### src/rtl/gpr_wb_ctrl_pkg.sv
// Shared types and constants for the GPR write-back controller.
package gpr_wb_ctrl_pkg;
   localparam int GPR_ADDR_WIDTH = 5;
   localparam int WORD_WIDTH     = 32;
   localparam int DATA_HIGH_GPR  = 32;   // number of architectural GPRs

   // GPR file write enable is active-low
   localparam logic WRITE = 1'b0;
   localparam logic READ  = 1'b1;

   typedef logic [GPR_ADDR_WIDTH-1:0] gpr_addr_t;
   typedef logic [WORD_WIDTH-1:0]     word_t;

   typedef enum logic [1:0] {SRC_NONE, SRC_EX, SRC_BUF, SRC_MDU} wr_src_e;
endpackage

### src/rtl/gpr_wb_ctrl_if.sv
// Pipeline-side and GPR-file-side signals of the write-back controller.
interface gpr_wb_ctrl_if;
   import gpr_wb_ctrl_pkg::*;

   logic      ex_valid;
   gpr_addr_t ex_addr;
   word_t     ex_data;
   logic      mdu_valid;
   logic      mdu_ready;
   gpr_addr_t mdu_addr;
   word_t     mdu_data;
   logic      issue_valid;
   gpr_addr_t issue_addr;
   gpr_addr_t rd_addr_0;
   gpr_addr_t rd_addr_1;
   logic      hazard_0;
   logic      hazard_1;
   logic      pipe_stall;
   logic      gpr_we_;
   gpr_addr_t gpr_wr_addr;
   word_t     gpr_wr_data;
   logic      sb_err;

   // pipeline / long-latency unit / decode side
   modport master (
      output ex_valid, ex_addr, ex_data,
      output mdu_valid, mdu_addr, mdu_data,
      output issue_valid, issue_addr, rd_addr_0, rd_addr_1,
      input  mdu_ready, hazard_0, hazard_1, pipe_stall,
      input  gpr_we_, gpr_wr_addr, gpr_wr_data, sb_err
   );

   // write-back controller side
   modport slave (
      input  ex_valid, ex_addr, ex_data,
      input  mdu_valid, mdu_addr, mdu_data,
      input  issue_valid, issue_addr, rd_addr_0, rd_addr_1,
      output mdu_ready, hazard_0, hazard_1, pipe_stall,
      output gpr_we_, gpr_wr_addr, gpr_wr_data, sb_err
   );
endinterface

### src/rtl/gpr_scoreboard.sv
// Pending-destination scoreboard for long-latency results: hazard lookup
// for decode and a sticky consistency error flag.
module gpr_scoreboard
   import gpr_wb_ctrl_pkg::*;
(
   input  logic      clk,
   input  logic      rst,
   input  logic      issue_valid_i,
   input  gpr_addr_t issue_addr_i,
   input  logic      clr_valid_i,   // long-latency result committed to the file
   input  gpr_addr_t clr_addr_i,
   input  logic      acc_valid_i,   // long-latency result accepted by the controller
   input  gpr_addr_t acc_addr_i,
   input  logic      buf_valid_i,
   input  gpr_addr_t buf_addr_i,
   input  gpr_addr_t rd_addr_0_i,
   input  gpr_addr_t rd_addr_1_i,
   output logic      hazard_0_o,
   output logic      hazard_1_o,
   output logic      sb_err_o
);
   logic [DATA_HIGH_GPR-1:0] pending_q, pending_d;
   logic                     err_q, err_d;

   // next pending vector (set beats clear) and sticky error
   always_comb begin
      pending_d = pending_q;
      if (clr_valid_i)   pending_d[clr_addr_i]   = 1'b0;
      if (issue_valid_i) pending_d[issue_addr_i] = 1'b1;
      pending_d[0] = 1'b0;
      err_d = err_q
            | (issue_valid_i && pending_q[issue_addr_i])
            | (acc_valid_i && (acc_addr_i != '0) && !pending_q[acc_addr_i]);
   end

   // scoreboard state
   always_ff @(posedge clk) begin
      if (rst) begin
         pending_q <= '0;
         err_q     <= 1'b0;
      end else begin
         pending_q <= pending_d;
         err_q     <= err_d;
      end
   end

   // a result parked in the holding buffer still counts as pending for decode
   always_comb begin
      hazard_0_o = !rst && (pending_q[rd_addr_0_i] ||
                   (buf_valid_i && (buf_addr_i == rd_addr_0_i) && (rd_addr_0_i != '0)));
      hazard_1_o = !rst && (pending_q[rd_addr_1_i] ||
                   (buf_valid_i && (buf_addr_i == rd_addr_1_i) && (rd_addr_1_i != '0)));
      sb_err_o   = !rst && err_q;
   end
endmodule

### src/rtl/gpr_wb_ctrl.sv
// GPR write-back controller: shares the single file write port between the
// execute path (always wins) and the long-latency unit, with a one-entry
// holding buffer and a starvation counter that forces a pipeline stall.
module gpr_wb_ctrl
   import gpr_wb_ctrl_pkg::*;
#(
   parameter int STARVE_LIMIT = 4   // 2..15
) (
   input  logic          clk,
   input  logic          rst,
   gpr_wb_ctrl_if.slave  bus
);
   localparam int CNT_W = 4;

   logic       buf_valid_q, buf_valid_d;
   gpr_addr_t  buf_addr_q,  buf_addr_d;
   word_t      buf_data_q,  buf_data_d;
   logic [CNT_W-1:0] cnt_q, cnt_d;
   logic       stall_q, stall_d;
   wr_src_e    src;
   logic       mdu_acc;
   gpr_addr_t  clr_addr;
   logic       cnt_at_limit;

   assign bus.mdu_ready = !buf_valid_q && !rst;
   assign mdu_acc       = bus.mdu_valid && bus.mdu_ready;
   assign bus.pipe_stall = stall_q && !rst;
   assign cnt_at_limit  = (cnt_q == CNT_W'(STARVE_LIMIT));

   // write-port arbitration: ex, then buffer, then mdu bypass; nothing in reset
   always_comb begin
      src = SRC_NONE;
      if (!rst) begin
         if (bus.ex_valid)       src = SRC_EX;
         else if (buf_valid_q)   src = SRC_BUF;
         else if (bus.mdu_valid) src = SRC_MDU;
      end
   end

   // GPR file write port; address 0 is consumed but never written
   always_comb begin
      bus.gpr_wr_addr = '0;
      bus.gpr_wr_data = '0;
      case (src)
         SRC_EX:  begin bus.gpr_wr_addr = bus.ex_addr;  bus.gpr_wr_data = bus.ex_data;  end
         SRC_BUF: begin bus.gpr_wr_addr = buf_addr_q;   bus.gpr_wr_data = buf_data_q;   end
         SRC_MDU: begin bus.gpr_wr_addr = bus.mdu_addr; bus.gpr_wr_data = bus.mdu_data; end
         default: ;
      endcase
      bus.gpr_we_ = ((src != SRC_NONE) && (bus.gpr_wr_addr != '0)) ? WRITE : READ;
   end

   // holding buffer, starvation counter and stall next-state
   always_comb begin
      buf_valid_d = buf_valid_q;
      buf_addr_d  = buf_addr_q;
      buf_data_d  = buf_data_q;
      if (src == SRC_BUF) buf_valid_d = 1'b0;
      if (bus.ex_valid && mdu_acc) begin
         buf_valid_d = 1'b1;
         buf_addr_d  = bus.mdu_addr;
         buf_data_d  = bus.mdu_data;
      end
      cnt_d = cnt_q;
      if (!buf_valid_q)                     cnt_d = '0;
      else if (bus.ex_valid && !cnt_at_limit) cnt_d = cnt_q + 1'b1;
      // stall holds while the buffer is occupied, drops one edge after it drains
      stall_d = buf_valid_q && (stall_q || cnt_at_limit);
   end

   // controller state
   always_ff @(posedge clk) begin
      if (rst) begin
         buf_valid_q <= 1'b0;
         buf_addr_q  <= '0;
         buf_data_q  <= '0;
         cnt_q       <= '0;
         stall_q     <= 1'b0;
      end else begin
         buf_valid_q <= buf_valid_d;
         buf_addr_q  <= buf_addr_d;
         buf_data_q  <= buf_data_d;
         cnt_q       <= cnt_d;
         stall_q     <= stall_d;
      end
   end

   assign clr_addr = (src == SRC_BUF) ? buf_addr_q : bus.mdu_addr;

   gpr_scoreboard u_sb (
      .clk           (clk),
      .rst           (rst),
      .issue_valid_i (bus.issue_valid),
      .issue_addr_i  (bus.issue_addr),
      .clr_valid_i   ((src == SRC_BUF) || (src == SRC_MDU)),
      .clr_addr_i    (clr_addr),
      .acc_valid_i   (mdu_acc),
      .acc_addr_i    (bus.mdu_addr),
      .buf_valid_i   (buf_valid_q),
      .buf_addr_i    (buf_addr_q),
      .rd_addr_0_i   (bus.rd_addr_0),
      .rd_addr_1_i   (bus.rd_addr_1),
      .hazard_0_o    (bus.hazard_0),
      .hazard_1_o    (bus.hazard_1),
      .sb_err_o      (bus.sb_err)
   );
endmodule

### src/flat_wrapper.sv
// flat-port wrapper written by rule: the top's interface ports become plain ports
module gpr_wb_ctrl_flat import gpr_wb_ctrl_pkg::*;
#(
   parameter int STARVE_LIMIT = 4           
)
  (clk, rst, bus_ex_valid, bus_ex_addr, bus_ex_data, bus_mdu_valid, bus_mdu_addr, bus_mdu_data, bus_issue_valid, bus_issue_addr, bus_rd_addr_0, bus_rd_addr_1, bus_mdu_ready, bus_hazard_0, bus_hazard_1, bus_pipe_stall, bus_gpr_we_, bus_gpr_wr_addr, bus_gpr_wr_data, bus_sb_err);
  gpr_wb_ctrl_if bus_i ();
  input  logic clk;
  input  logic rst;
  input wire logic [$bits(bus_i.ex_valid)-1:0] bus_ex_valid;
  input wire logic [$bits(bus_i.ex_addr)-1:0] bus_ex_addr;
  input wire logic [$bits(bus_i.ex_data)-1:0] bus_ex_data;
  input wire logic [$bits(bus_i.mdu_valid)-1:0] bus_mdu_valid;
  input wire logic [$bits(bus_i.mdu_addr)-1:0] bus_mdu_addr;
  input wire logic [$bits(bus_i.mdu_data)-1:0] bus_mdu_data;
  input wire logic [$bits(bus_i.issue_valid)-1:0] bus_issue_valid;
  input wire logic [$bits(bus_i.issue_addr)-1:0] bus_issue_addr;
  input wire logic [$bits(bus_i.rd_addr_0)-1:0] bus_rd_addr_0;
  input wire logic [$bits(bus_i.rd_addr_1)-1:0] bus_rd_addr_1;
  output wire logic [$bits(bus_i.mdu_ready)-1:0] bus_mdu_ready;
  output wire logic [$bits(bus_i.hazard_0)-1:0] bus_hazard_0;
  output wire logic [$bits(bus_i.hazard_1)-1:0] bus_hazard_1;
  output wire logic [$bits(bus_i.pipe_stall)-1:0] bus_pipe_stall;
  output wire logic [$bits(bus_i.gpr_we_)-1:0] bus_gpr_we_;
  output wire logic [$bits(bus_i.gpr_wr_addr)-1:0] bus_gpr_wr_addr;
  output wire logic [$bits(bus_i.gpr_wr_data)-1:0] bus_gpr_wr_data;
  output wire logic [$bits(bus_i.sb_err)-1:0] bus_sb_err;
  assign bus_i.ex_valid = bus_ex_valid;
  assign bus_i.ex_addr = bus_ex_addr;
  assign bus_i.ex_data = bus_ex_data;
  assign bus_i.mdu_valid = bus_mdu_valid;
  assign bus_i.mdu_addr = bus_mdu_addr;
  assign bus_i.mdu_data = bus_mdu_data;
  assign bus_i.issue_valid = bus_issue_valid;
  assign bus_i.issue_addr = bus_issue_addr;
  assign bus_i.rd_addr_0 = bus_rd_addr_0;
  assign bus_i.rd_addr_1 = bus_rd_addr_1;
  assign bus_mdu_ready = bus_i.mdu_ready;
  assign bus_hazard_0 = bus_i.hazard_0;
  assign bus_hazard_1 = bus_i.hazard_1;
  assign bus_pipe_stall = bus_i.pipe_stall;
  assign bus_gpr_we_ = bus_i.gpr_we_;
  assign bus_gpr_wr_addr = bus_i.gpr_wr_addr;
  assign bus_gpr_wr_data = bus_i.gpr_wr_data;
  assign bus_sb_err = bus_i.sb_err;
  gpr_wb_ctrl #(.STARVE_LIMIT(STARVE_LIMIT)) u_core (.clk(clk), .rst(rst), .bus(bus_i));
endmodule
### config.mk
export PLATFORM = sky130hd
export DESIGN_NAME = gpr_wb_ctrl_flat
export DESIGN_NICKNAME = d
export VERILOG_FILES = /design/src/rtl/gpr_wb_ctrl_pkg.sv /design/src/rtl/gpr_wb_ctrl_if.sv /design/src/rtl/gpr_scoreboard.sv /design/src/rtl/gpr_wb_ctrl.sv /design/src/flat_wrapper.sv
export SDC_FILE = /design/constraint.sdc
export NUM_CORES = 1
export LEC_CHECK = 0
export ABC_AREA = 0
export BUFFER_PORTS_ARGS = -buffer_cell sky130_fd_sc_hd__buf_4
export CORE_ASPECT_RATIO = 0.75
export CORE_MARGIN = 5
export CORE_UTILIZATION = 40
export DETAILED_ROUTE_END_ITERATION = 7
export GPL_ROUTABILITY_DRIVEN = 0
export HOLD_SLACK_MARGIN = 0.03
export PLACE_DENSITY = 0.66
export SLEW_MARGIN = 5
export SYNTH_ARGS = -nofsm -noshare
export SYNTH_HDL_FRONTEND = slang
export SYNTH_HIERARCHICAL = 1
export SYNTH_SLANG_ARGS = --single-unit
### constraint.sdc
create_clock -name clk -period 2.31 [get_ports clk]
set_clock_uncertainty 0.15 [all_clocks]
set_input_delay 0.462 -clock clk [delete_from_list [all_inputs] [get_ports clk]]
set_output_delay 0.462 -clock clk [all_outputs]
set_load 0.02 [all_outputs]
After elaboration in Yosys (flattened, before gate mapping) --
Cells that the tools add are included.
Word-level totals: flip-flop bits (word level) 76, latch bits 0, bits in writable memories 0, memory bits (read-only) 0, memories 0
Operators by class: add/sub/neg operators 1, multiply operators 0, div/mod/pow operators 0, magnitude comparators 7, eq/ne operators 6, shift operators 0, mux-type cells 24, bitwise gates (word level) 6, reduce and logical (&&, ||, !) cells 34
Operators with widths (number):
- case mux 32 bit (3 select lines) | 1
- 2-to-1 mux 32 bit | 2
- AND 32 bit | 1
- inverter 32 bit | 1
- OR 32 bit | 1
- < comparator 5 x 6 -> 1 bit (second input constant) | 5
- binary-select mux 1 bit (select 5 bit) | 4
- nonzero test 5 bit | 4
- logical AND 1 bit | 19
- case mux 5 bit (3 select lines) | 1
- demux 1 bit (select 5 bit) | 2
- == test 5 bit | 2
- >= comparator 5 x 1 -> 1 bit (second input constant) | 2
- 2-to-1 mux 1 bit | 9
- 2-to-1 mux 2 bit | 4
- 2-to-1 mux 5 bit | 1
- adder 4 x 1 -> 4 bit (second input constant) | 1
- == test 2 bit (second input constant) | 2
- == test 4 x 3 -> 1 bit (second input constant) | 1
- zero test 1 bit | 4
- logical OR 1 bit | 4
- nonzero test 2 bit | 2
- == test 2 x 1 -> 1 bit (second input constant) | 1
- OR 1 bit | 2
- 2 further kinds | 2

Depth between registers and ports, before layout --
Gate-level depths: netlist of run 1.
depth in word-level cells 15, mapped depth 8, gate-level depth less buffers 6

Hierarchy --
Netlist of run 1, hierarchy kept.
By module, submodules not included:
- gpr_scoreboard | times used 1, cells each 293, area an instance 2586.2 um2, seq. area each 640.6 um2
- gpr_wb_ctrl | times used 1, cells each 294, area an instance 2259.7 um2, seq. area each 860.8 um2

Least setup slack after synthesis of run 1 --
OpenSTA, ideal clock, no wires.
path kind in2reg, start point input port bus_ex_valid, end point register u_core.u_sb.pending_q[17], setup time 0.132 ns, data arrival time 2.230 ns, path slack -0.202 ns, stages on the path 7, cell sequence buf_4 nor3b_2 buf_2 mux2_1 or3b_2 o21ai_0 a21oi_1
Between the ends: longest elaborated chain between the ends 13, elaborated cells on any way between the ends 16, those cells by class order compare (2); eq/ne (2); mux (7); bitwise (3); reduce/logical (2)
RTL lines:
- from (decl) | line flat_wrapper.sv:10 | input wire logic [$bits(bus_i.ex_valid)-1:0] bus_ex_valid;
- 2-to-1 mux 2 bit (*) | line gpr_wb_ctrl.sv:34 | if (bus.ex_valid) src = SRC_EX;
- 2-to-1 mux 2 bit (*) | line gpr_wb_ctrl.sv:33 | if (!rst) begin
- == test 2 bit (*) | line gpr_wb_ctrl.sv:88 | assign clr_addr = (src == SRC_BUF) ? buf_addr_q : bus.mdu_addr;
- 2-to-1 mux 5 bit (*) | line gpr_wb_ctrl.sv:88
- net u_core.clr_addr[3] | line gpr_wb_ctrl.sv:22 | gpr_addr_t clr_addr;
- < comparator 5 x 6 -> 1 bit (implied by the code) or >= comparator 5 x 1 -> 1 bit (tied branches) | line gpr_scoreboard.sv:28 | if (clr_valid_i) pending_d[clr_addr_i] = 1'b0;
- logical AND 1 bit (implied by the code) | line gpr_scoreboard.sv:28
- 2-to-1 mux 1 bit (implied by the code) | line gpr_scoreboard.sv:28
- demux 1 bit (select 5 bit) (*) | line gpr_scoreboard.sv:28
- inverter 32 bit (no line) (*)
- AND 32 bit (no line) (*)
- 2-to-1 mux 32 bit (*) | line gpr_scoreboard.sv:28
- OR 32 bit (no line)
- 2-to-1 mux 32 bit (*) | line gpr_scoreboard.sv:29 | if (issue_valid_i) pending_d[issue_addr_i] = 1'b1;
- to (signal assigned) | line gpr_scoreboard.sv:42 | pending_q <= pending_d;
- to (decl) | line gpr_scoreboard.sv:22 | logic [DATA_HIGH_GPR-1:0] pending_q, pending_d;
Mark *: on every way through the listed nets, which the timed path passes. The rest lies on a longest branch. A chain may end at the register's enable or synchronous reset.

Worst setup path in the final report of run 1 --
start point register u_core.u_sb.pending_q[27], end point output port bus_hazard_1
Between the ends: longest elaborated chain between the ends 4
RTL lines:
- binary-select mux 1 bit (select 5 bit) | line gpr_scoreboard.sv:51 | hazard_1_o = !rst && (pending_q[rd_addr_1_i] ||
- 2-to-1 mux 1 bit (implied by the code) | line gpr_scoreboard.sv:51
- logical OR 1 bit | line gpr_scoreboard.sv:51
- logical AND 1 bit | line gpr_scoreboard.sv:51
- to (decl) | line flat_wrapper.sv:22 | output wire logic [$bits(bus_i.hazard_1)-1:0] bus_hazard_1;
No other way between the ends. The select of a mux whose other input is x is not followed.

==> results of run 1 <==
placed cells by master, fill, tap and decap left out, types with 3 or more instances in the layout:
cell type  synthesis  final
mux2_4             0      4
mux4_2            20     22
a31oi_1            3      3
o21ai_0           35     20
dfxtp_2            0      8
nor3b_2            4      3
and3b_1            3      3
nor2_1            13     13
nand2_1          116    116
o21ai_1            1     15
xnor2_1            6      6
and3_1             6      6
or3b_4             0      3
nand3_1           15     15
nand3b_1           8      8
buf_12             0      5
nor2b_1            8      6
clkbuf_16          0     10
dfxtp_1           75     65
a21oi_1           76     74
buf_6              5     29
mux2i_1            6      6
inv_6              0      4
buf_4              6    169
inv_1             43     43
xor2_1             5      5
nand2b_1           3      3
a222oi_1          36     36
mux2_1            17     13
worst register-to-register path, delay by kind of cell (launching register included):
kind | cells | cell delay [ns]
multiplexers | 1 | 0.34
AO/OA/AOI/OAI | 2 | 0.28
buffers and inverters | 3 | 0.36
AND/OR/NAND/NOR | 2 | 0.63
flip-flops | 1 | 0.38
flip-flops by register name, summed over array words and instances, names as in the netlist:
| name | cells |
|---|---|
| u_core/stall_q | 1 |
| u_core/buf_addr_q | 5 |
| u_core/buf_data_q | 32 |
| u_core/buf_valid_q | 1 |
| u_core/cnt_q | 4 |
| u_core/u_sb/pending_q | 31 |
| u_core/u_sb/err_q | 1 |
power breakdown:
group	internal (µW)	switching (µW)	leakage, µW	total [µW]
clock network	758	633	0.000141	1390
logic	369	383	0.00222	752
registers	1320	27.2	0.000613	1350
total	2450	1040	0.00298	3490
cell type report:
| cell class | instances | area share, % |
|---|---|---|
| clock buffers | 9 | 3.25 |
| clock inverters | 7 | 0.938 |
| inverters | 43 | 2.33 |
| multi-input cells | 424 | 43.6 |
| flip-flops and latches | 75 | 21.9 |
| well taps | 162 | 2.92 |
| repair buffers | 205 | 25.0 |
logic make-up (layout without fill, tap and decap cells):
group / Yosys count / count (layout)
flip-flops: 75 / 75
AO/OA/AOI/OAI: 167 / 167
XOR/XNOR: 11 / 11
multiplexers: 47 / 47
AND/OR/NAND/NOR: 197 / 197
buffers and inverters: 88 / 264
adder cells (fa/ha/maj): 2 / 2
stage by stage:
stage | utilization [%] | hold slack (ns) | area [µm²]
floorplan | - | 0.282 | 4950
global placement | 54.4 | 0.292 | 6380
detailed placement | 54.4 | 0.299 | 6380
CTS | 57.4 | 0.208 | 6740
global route | 59.0 | 0.222 | 6930
finish | 59.0 | 0.222 | 6930
layer usage:
layer	wire length, µm	vias up	track usage [%]
met4	587	2	8.90
met5	7	-	0
met2	8420	344	36.2
met1	7150	2636	32.0
li1	-	2488	-
met3	2200	58	8.00
final timing paths:
check,startpoint,endpoint,slack (ns),cells past startpoint
max,u_core/u_sb/pending_q[27],bus_hazard_1,-0.30,6
max reg2reg,u_core/buf_valid_q,u_core/u_sb/pending_q[3],0.04,8
min reg2reg,u_core/buf_data_q[29],u_core/buf_data_q[29],0.31,2
min,bus_mdu_data[11],u_core/buf_data_q[11],0.22,3
what timing repair did:
action                     in CTS  in global routing
setup endpoints to repair      34                 37
gates resized for setup        12                 53
buffers inserted                5                  4
pin swaps                       5                 18
cloned                          0                  2
==> results.md, run 1 <==
| Item | Value | Unit |
|---|---|---|
| Static leakage power | 0.00298 | µW |
| First-pass detailed-route iteration total | 7 | - |
| CTS clock-pin slew for the worst setup and hold paths | 0.07 | ns |
| Run status | finished with violations | - |
| Main flop type after synthesis | dfxtp_1 | - |
| Via-per-instance ratio | 5.98 | - |
| Yosys warns | 6 | - |
| Headroom to the max-slew limit | 65.3 | % |
| HPWL after detailed placement | 13.4 | mm |
| Worst-path maximum fanout | 5 | - |
| Maximum number of pins on one net before global-route repair | 44 | - |
| Simple-gate portion of the synthesized area | 19.9 | % |
| Slew at the pin closest to its max-slew limit | 0.513 | ns |
| Antenna diodes | 0 | - |
| Cell Count, Final, Fillers Out | 925 | - |
| Cells after Synth | 587 | - |
| Count of input and output buffers | 136 | - |
| Clock tree from TritonCTS | built | - |
| NumNets Final | 854 | - |
| Data required time of the critical path | 1.70 | ns |
| Layout cell share with drive strength beyond 1 | 36.7 | % |
| Adder and majority gate portion of the synthesized area | 0.516 | % |
| HP Class | in -> reg | - |
| Netlist Area Pre-Place | 4850 | µm² |
| Total Negative Setup Slacks | -0.703 | ns |
| Pwr per Cell Area | 504 | nW/µm² |
| Synth cell types | 53 | - |
| Number of antenna violations at the first check in global routing | 1 | - |
| Number of synthesized register bits | 75 | - |
| Kind of launch point of the worst setup path | flip-flop | - |
| Share of the synthesized area in the top cell type | 31.0 | % |
| CTS Buf Count | 9 | - |
| Signed area change from the synthesized netlist to the final layout | 43.1 | % |
| Final Routed Wirelength | 18.4 | mm |
| Remaining antenna violation count | 0 | - |
| Critical path endpoint category | output port | - |
| Final routed wire length divided by cell count | 19.8 | µm |
| Die outline area | 14,400 | µm² |
| Hold Buf Count CTS | 0 | - |
| Net count after synthesis | 683 | - |
| Worst path max stage delay | 0.46 | ns |
| Area fraction in compound gates after synthesis | 22.3 | % |
| Count of pins over their slew limit | 0 | - |
| Total power draw | 3490 | µW |
| Most frequent cell after synthesis | nand2_1 | - |
| Library cell with the largest summed area after synthesis | dfxtp_1 | - |
| Number of levels in the clock H-tree | 3 | - |
| Initial cell density of the core | 41.3 | % |
| Worst Path Arrival | 2.00 | ns |
| Top post-synthesis cells by count | nand2_1, a21oi_1, dfxtp_1 | - |
| Register area share after synthesis | 31.0 | % |
| Horizontal extent of the die | 137 | µm |
| # fillers | 1,059 | - |
| Time the worst path needs with I/O delays and setup | 2.61 | ns |
| Critical path's most frequent cell | a21oi_2 | - |
| Final hold violation count | 0 | - |
| Cell Rows | 34 | - |
| Area of combinational cells with multiple inputs | 3020 | µm² |
| Fraction of registers with async set or reset after synthesis | 0 | % |
| Final WS setup | -0.301 | ns |
| Total buffers and inverters traversed by the critical path | 1 | - |
| Dominant combinational cell family by area after synthesis | compound AO/OA/AOI/OAI gates | - |
| Startpoint-to-endpoint class of the critical path | reg -> out | - |
| Reg area | 1520 | µm² |
| Vias in the first global route | 5,211 | - |
| Vias after detailed routing | 5,528 | - |
| Xor/xnor cell area share of the yosys netlist | 1.99 | % |
| Number of DRC markers after the initial detailed-route iteration | 606 | - |
| Slowest-stage cell, CP | mux4_2 | - |
| Largest delay contributor family on the critical path | multiplexers | - |
| Clock sink count | 75 | - |
| Cell count after placement | 900 | - |
| Placeable core area | 11,700 | µm² |
| Share of cell area taken by muxes after synthesis | 16.0 | % |
| Clock latency on the worst-skew pair | 0.34 | ns |
| Synth area leaders | dfxtp_1, mux4_2, nand2_1, a21oi_1, a222oi_1 | - |
| Ordered cell list for the critical path | mux4_2 > mux2_2 > a21oi_2 > a22o_1 > a21oi_2 > buf_6 | - |
| Setup repair after global routing missed its margin | yes | - |
| Die height | 105 | µm |
| First-pass GRT wire length | 27.7 | mm |
| Total DRC errors in the routed layout | 0 | - |
| Number of max-capacitance violations reported | 0 | - |
| Max Root-Sink Buffers | 2 | - |
| Violations in the final reports | setup timing | - |
| Average size of a mapped cell | 8.26 | µm² |
| IR drop worst, VDD | 0.000357 | V |
| Number of ports placed on the die boundary | 137 | - |
| CTS Root Buffer Type | clkbuf_16 | - |
| Timing-limited maximum frequency | 0.383 | GHz |
| Worst setup slack after placement | -0.253 | ns |
| Number of setup violations in the final report | 3 | - |
| Remaining global-route overflow | 0 | - |
| Post-synth EDFFs | 0 | - |
| Final cycle utilization of the critical path | 113 | % |
| Combined global-route utilization of all metal layers | 24.0 | % |
Power figures use the tool's default switching activity.
==> inputs of run 2 (changes only) <==
Settings changed: PLACE_DENSITY 0.66 to default, SLEW_MARGIN 5 to 20.
Clock period 2.31 ns to 2.7 ns, I/O delays scaled along.
==> run 2 against run 1 <==
The flow now finishes without violations. Hold slack better by 0.083 ns. Die area unchanged. Register-to-register slack better by 0.40 ns. Design area down 5.3%. Non-clock buffer count down 26. Combinational power down 22%. Clock power down 8%. Worst setup slack better by 0.33 ns. Via count down 2.5%. Wire length down 3.6%. Sequential share of layout area up 1.2 points. Largest power group unchanged.
==> results.md, run 2 (synthesized netlist as in run 1, its figures left out) <==
| Item | Value | Unit |
|---|---|---|
| Biggest registers after layout | u_core/buf_data_q: 32 flops, u_core/u_sb/pending_q: 31 flops, u_core/buf_addr_q: 5 flops | - |
| Setup repair after global routing missed its margin | no | - |
| Kind of launch point of the worst setup path | flip-flop | - |
| Total power draw | 3020 | µW |
| Data required time of the critical path | 2.01 | ns |
| Number of ports placed on the die boundary | 137 | - |
| Hold Slack | 0.306 | ns |
| Sequential fraction of design power | 38.3 | % |
| Via-per-instance ratio | 5.99 | - |
| HP Class | reg -> reg | - |
| Initial cell density of the core | 41.3 | % |
| Final hold violation count | 0 | - |
| Worst-path maximum fanout | 5 | - |
| NumNets Final | 828 | - |
| First-pass GRT wire length | 27.0 | mm |
| Flip-flop count of the largest register after layout | 32 | - |
| Timing-limited maximum frequency | 0.375 | GHz |
| Number of levels in the clock H-tree | 3 | - |
| Slowest-stage cell, CP | mux4_2 | - |
| Cell Rows | 34 | - |
| Ordered cell list for the critical path | mux4_2 > mux2_2 > a21oi_1 > a22o_1 > a21oi_1 > buf_4 | - |
| Remaining global-route overflow | 0 | - |
| Clock tree from TritonCTS | built | - |
| Area of combinational cells with multiple inputs | 2980 | µm² |
| Number of max-capacitance violations reported | 0 | - |
| Worst reg2reg path startpoint | u_core/buf_valid_q | - |
| Count of input and output buffers | 136 | - |
| Time the worst path needs with I/O delays and setup | 2.67 | ns |
| Sw power | 803 | µW |
| Number of antenna violations at the first check in global routing | 0 | - |
| Switching portion of total power | 26.6 | % |
| Cell Count, Final, Fillers Out | 899 | - |
| Die height | 105 | µm |
| First-pass detailed-route iteration total | 7 | - |
| Fraction of power consumed by the clock network | 42.4 | % |
| CTS Root Buffer Type | clkbuf_16 | - |
| Critical path endpoint category | output port | - |
| Reg with most FFs | u_core/buf_data_q | - |
| Max Root-Sink Buffers | 2 | - |
| Combinational cell fraction of total power | 19.3 | % |
| Pwr per Cell Area | 460 | nW/µm² |
| Number of setup violations in the final report | 0 | - |
| Signed area change from the synthesized netlist to the final layout | 35.5 | % |
| HPWL after detailed placement | 13.4 | mm |
| Layout cell share with drive strength beyond 1 | 33.5 | % |
| Worst Path Arrival | 1.98 | ns |
| IR drop worst, VDD | 0.000262 | V |
| Cell count after placement | 881 | - |
| Static leakage power | 0.00280 | µW |
| CTS clock-pin slew for the worst setup and hold paths | 0.06 | ns |
| Placeable core area | 11,700 | µm² |
| Min-Delay Startpoint | u_core/buf_data_q[10] | - |
| Crit path launch | u_core/u_sb/pending_q[27] | - |
| Slew at the pin closest to its max-slew limit | 0.795 | ns |
| Clock sink count | 75 | - |
| Most used cells in the layout excluding fill and tap cells | buf_4, nand2_1, a21oi_1, dfxtp_1, inv_1 | - |
| Number of DRC markers after the initial detailed-route iteration | 626 | - |
| Util after Layout | 55.9 | % |
| Combined global-route utilization of all metal layers | 23.4 | % |
| Critical path's most frequent cell | a21oi_1 | - |
| Final Routed Wirelength | 17.7 | mm |
| Clock latency on the worst-skew pair | 0.33 | ns |
| Total DRC errors in the routed layout | 0 | - |
| Pint | 2220 | µW |
| Vias after detailed routing | 5,388 | - |
| Most common library cell in the layout ignoring fill and taps | buf_4 | - |
| Horizontal extent of the die | 137 | µm |
| Remaining antenna violation count | 0 | - |
| Headroom to the max-slew limit | 46.8 | % |
| # fillers | 1,118 | - |
| CTS Buf Count | 9 | - |
| Run status | finished clean | - |
| Vias in the first global route | 4,914 | - |
| Antenna diodes | 0 | - |
| Reg area | 1520 | µm² |
| Final routed wire length divided by cell count | 19.7 | µm |
| Worst path max stage delay | 0.46 | ns |
| Die outline area | 14,400 | µm² |
| Count of pins over their slew limit | 0 | - |
| Final cycle utilization of the critical path | 98.9 | % |
| Startpoint-to-endpoint class of the critical path | reg -> out | - |
| Maximum number of pins on one net before global-route repair | 76 | - |
[run 2: changes by cell type in the layout (fill, tap and decap cells not counted), sizes merged]
| cell | previous run | this run |
|---|---|---|
| bufinv | 0 | 2 |
| clkinv | 0 | 3 |
| buf | 204 | 179 |
| inv | 49 | 43 |
[run 2: area by class of cell]
| class | instances | share of cell area (%) |
|---|---|---|
| Timing Repair Buffer | 179 | 21.1 |
| Sequential cell | 75 | 23.1 |
| Tap cell | 162 | 3.09 |
| Inverter | 43 | 2.46 |
| Multi-Input combinational cell | 424 | 45.4 |
| Clock inverter | 6 | 1.37 |
| Clock buffer | 10 | 3.49 |
[run 2: critical path: cells and delay by family (launching register included)]
kind	cells	cell delay [ns]
compound gates	3	0.38
buf+inv	1	0.17
flops	1	0.36
mux	2	0.74
[run 2: worst paths after layout]
kind / slack (ns) / depth (start not counted) / end
max: 0.03 / 6 / bus_hazard_1
min: 0.31 / 2 / u_core/buf_data_q[10]
max reg2reg: 0.44 / 7 / u_core/u_sb/pending_q[27]
min reg2reg: 0.31 / 2 / u_core/buf_data_q[10]
[run 2: power groups by stage]
| stage | clock [µW] | combinational, µW | sequential (µW) |
|---|---|---|---|
| 5_1_grt | 1360 | 625 | 1160 |
| 2_1_floorplan | 0 | 306 | 1170 |
| 6_report | 1280 | 583 | 1160 |
| 4_1_cts | 1310 | 574 | 1160 |
| 3_5_place_dp | 0 | 568 | 1180 |
| 3_3_place_gp | 0 | 559 | 1180 |
[run 2: layer usage]
metal	wire, µm	up-vias	share of wire (%)	GRT usage [%]
met5	41	-	0.23	2.43
met3	2150	18	12	6.71
met1	7790	2600	44	34.6
met2	7520	327	42	32.9
met4	199	2	1.1	6.27
li1	-	2441	-	-
[run 2: metrics by stage]
stage / TNS [ns] / instance area [µm²] / setup slack [ns]
final: 0 / 6570 / 0.0299
after global routing: 0 / 6570 / 0.00233
after CTS: 0 / 6520 / 0.0141
after detailed placement: -0.0831 / 6170 / -0.0831
after global placement: -0.0536 / 6170 / -0.0536
after floorplan: 0 / 4850 / 0.0656
[run 2: repair_timing]
item | in CTS | in global routing
pin swaps | 1 | 3
setup endpoints to repair | 1 | 4
hold buffers | 0 | 0
setup buffers | 0 | 2
gates resized for setup | 9 | 18
==> inputs of run 3 (changes only) <==
==> constraint.sdc (replaced) <==
create_clock -name clk -period 2.7 [get_ports clk]
set_clock_uncertainty 0.15 [all_clocks]
set_input_delay 0.405 -clock clk [delete_from_list [all_inputs] [get_ports clk]]
set_output_delay 0.405 -clock clk [all_outputs]
set_load 0.02 [all_outputs]
==> run 3 against run 2 <==
Sequential power barely moved. Worst setup slack improved by 0.0089 ns. Total power fell by 1.3%. Register-to-register slack improved by 0.03 ns. Non-clock buffer count fell by 24. Design area fell by 3.6%. Largest power group unchanged. Via count fell by 4.7%.
==> results.md, run 3 (synthesized netlist as in run 1, its figures left out) <==
| Item | Value | Unit |
|---|---|---|
| Reg-to-reg slack, setup | 0.47 | ns |
| Number of ports placed on the die boundary | 137 | - |
| Final Routed Wirelength | 17.2 | mm |
| Layout cell share with drive strength beyond 1 | 29.1 | % |
| Remaining antenna violation count | 0 | - |
| CTS clock-pin slew for the worst setup and hold paths | 0.06 | ns |
| CTS Buf Count | 9 | - |
| Die outline area | 14,400 | µm² |
| Via-per-instance ratio | 5.88 | - |
| Pint | 2190 | µW |
| Worst path max stage delay | 0.52 | ns |
| Initial cell density of the core | 41.3 | % |
| Switching portion of total power | 26.5 | % |
| Most common library cell in the layout ignoring fill and taps | buf_4 | - |
| Sw power | 792 | µW |
| Worst setup slack after placement | 0.139 | ns |
| Number of setup violations in the final report | 0 | - |
| Number of max-capacitance violations reported | 0 | - |
| Total buffers and inverters traversed by the critical path | 1 | - |
| Reg with most FFs | u_core/buf_data_q | - |
| Worst-path maximum fanout | 5 | - |
| Horizontal extent of the die | 137 | µm |
| Final routed wire length divided by cell count | 19.6 | µm |
| Run status | finished clean | - |
| Final hold violation count | 0 | - |
| Combinational cell fraction of total power | 18.6 | % |
| Maximum number of pins on one net before global-route repair | 42 | - |
| NumNets Final | 804 | - |
| Flip-flop count of the largest register after layout | 32 | - |
| IR drop worst, VDD | 0.000273 | V |
| Post-CTS setup buffer count | 0 | - |
| HPWL after detailed placement | 12.9 | mm |
| Clock sink count | 75 | - |
| Max Root-Sink Buffers | 2 | - |
| Clock latency on the worst-skew pair | 0.33 | ns |
| Min-Delay Startpoint | bus_mdu_data[2] | - |
| Remaining global-route overflow | 0 | - |
| Final WS setup | 0.0388 | ns |
| HP Class | in -> reg | - |
| Total DRC errors in the routed layout | 0 | - |
| Final cycle utilization of the critical path | 98.6 | % |
| Hold Slack | 0.182 | ns |
| Vias in the first global route | 4,725 | - |
| Timing-limited maximum frequency | 0.376 | GHz |
| Worst Path Arrival | 2.11 | ns |
| Fraction of power consumed by the clock network | 42.6 | % |
| Time the worst path needs with I/O delays and setup | 2.66 | ns |
| Startpoint-to-endpoint class of the critical path | reg -> out | - |
| Critical path endpoint category | output port | - |
| Count of input and output buffers | 136 | - |
| Pwr per Cell Area | 472 | nW/µm² |
| Clock tree from TritonCTS | built | - |
| Slowest-stage cell, CP | mux4_1 | - |
| Cell Rows | 34 | - |
| Number of DRC markers after the initial detailed-route iteration | 534 | - |
| Area after detailed placement | 5990 | µm² |
| Most used cells in the layout excluding fill and tap cells | buf_4, nand2_1, a21oi_1, dfxtp_1, inv_1 | - |
| Sequential fraction of design power | 38.8 | % |
| Vias after detailed routing | 5,135 | - |
| Signed area change from the synthesized netlist to the final layout | 30.6 | % |
| Slew at the pin closest to its max-slew limit | 0.630 | ns |
| Hold Buf Count CTS | 0 | - |
| Combined global-route utilization of all metal layers | 22.8 | % |
| Capture instance of the worst register-to-register path | u_core/u_sb/pending_q[14] | - |
| Min-Delay Endpoint | u_core/buf_data_q[2] | - |
| Placeable core area | 11,700 | µm² |
| Antenna diodes | 0 | - |
| Die height | 105 | µm |
| Ordered cell list for the critical path | mux4_1 > mux2_4 > a2111oi_4 > nor3_1 > buf_4 | - |
| Number of antenna violations at the first check in global routing | 0 | - |
| Worst hold path stage count | 3 | - |
| Worst reg2reg path startpoint | u_core/buf_valid_q | - |
| Number of cells traversed by the worst register-to-register path | 7 | - |
| CTS Root Buffer Type | clkbuf_16 | - |
| Count of pins over their slew limit | 0 | - |
| Data required time of the critical path | 2.14 | ns |
| Kind of launch point of the worst setup path | flip-flop | - |
| Largest delay contributor family on the critical path | multiplexers | - |
| Headroom to the max-slew limit | 57.9 | % |
| First-pass detailed-route iteration total | 5 | - |
| First-pass GRT wire length | 26.2 | mm |
| Fin area | 6330 | µm² |
| Biggest registers after layout | u_core/buf_data_q: 32 flops, u_core/u_sb/pending_q: 31 flops, u_core/buf_addr_q: 5 flops | - |
| Number of levels in the clock H-tree | 3 | - |
| Util after Layout | 53.9 | % |
| Static leakage power | 0.00268 | µW |
-- run 3: cell count changes in the layout (fill, tap and decap cells not counted), sizes merged --
| cell | delta |
|---|---|
| buf | -24 |
| clkinvlp | -1 |
-- run 3: worst register-to-register path: cells and delay by family (launching register included) --
kind	cells	cell delay [ns]
compound gates	2	0.39
simple gates	4	0.95
buf+inv	1	0.33
flops	1	0.33
-- run 3: power groups by stage --
stage | Sequential [µW] | Combinational (µW) | Clock (µW)
final | 1160 | 556 | 1270
after global routing | 1160 | 598 | 1340
after CTS | 1160 | 551 | 1300
after detailed placement | 1180 | 549 | 0
after global placement | 1180 | 544 | 0
after floorplan | 1170 | 306 | 0
-- run 3: repair_timing --
item	CTS	global route
hold endpoints to repair	0	0
setup endpoints to repair	0	2
resized for setup	0	7
-- run 3: per-stage QoR --
stage | cells | total power [µW] | setup TNS [ns]
3_5_place_dp | 859 | 1730 | 0
6_report | 874 | 2980 | 0
3_3_place_gp | 859 | 1720 | 0
4_1_cts | 874 | 3010 | 0
2_1_floorplan | 587 | 1480 | 0
5_1_grt | 874 | 3100 | -0.0370
-- run 3: worst max-delay path by stage --
stage                                    startpoint  cells after the start                   endpoint  slack (ns)
after detailed placement           bus_rd_addr_0[2]                      6               bus_hazard_0        0.14
final                     u_core/u_sb/pending_q[12]                      5               bus_hazard_0        0.04
after CTS                  u_core/u_sb/pending_q[9]                      5               bus_hazard_0        0.04
after floorplan                        bus_ex_valid                      7  u_core/u_sb/pending_q[17]        0.24
after global routing      u_core/u_sb/pending_q[12]                      5               bus_hazard_0       -0.04
after global placement             bus_rd_addr_0[2]                      6               bus_hazard_0        0.16
-- run 3: cell type report --
class                      instances  area, µm²
tap                              162        203
multi-input combinational        424       2970
sequential                        75       1510
clock buffer                      10        229
timing repair buffer             155       1180
fill                            1134       5410
clock inverter                     5       78.8
inverter                          43        161
-- run 3: routing by layer --
| layer | vias to the layer above | GRT usage [%] | part of all wire (%) |
|---|---|---|---|
| li1 | 2393 | - | - |
| met1 | 2463 | 34.0 | 45 |
| met2 | 265 | 31.7 | 42 |
| met3 | 14 | 8.38 | 12 |
| met4 | 0 | 3.70 | 0.89 |
| met5 | - | 0 | 0 |
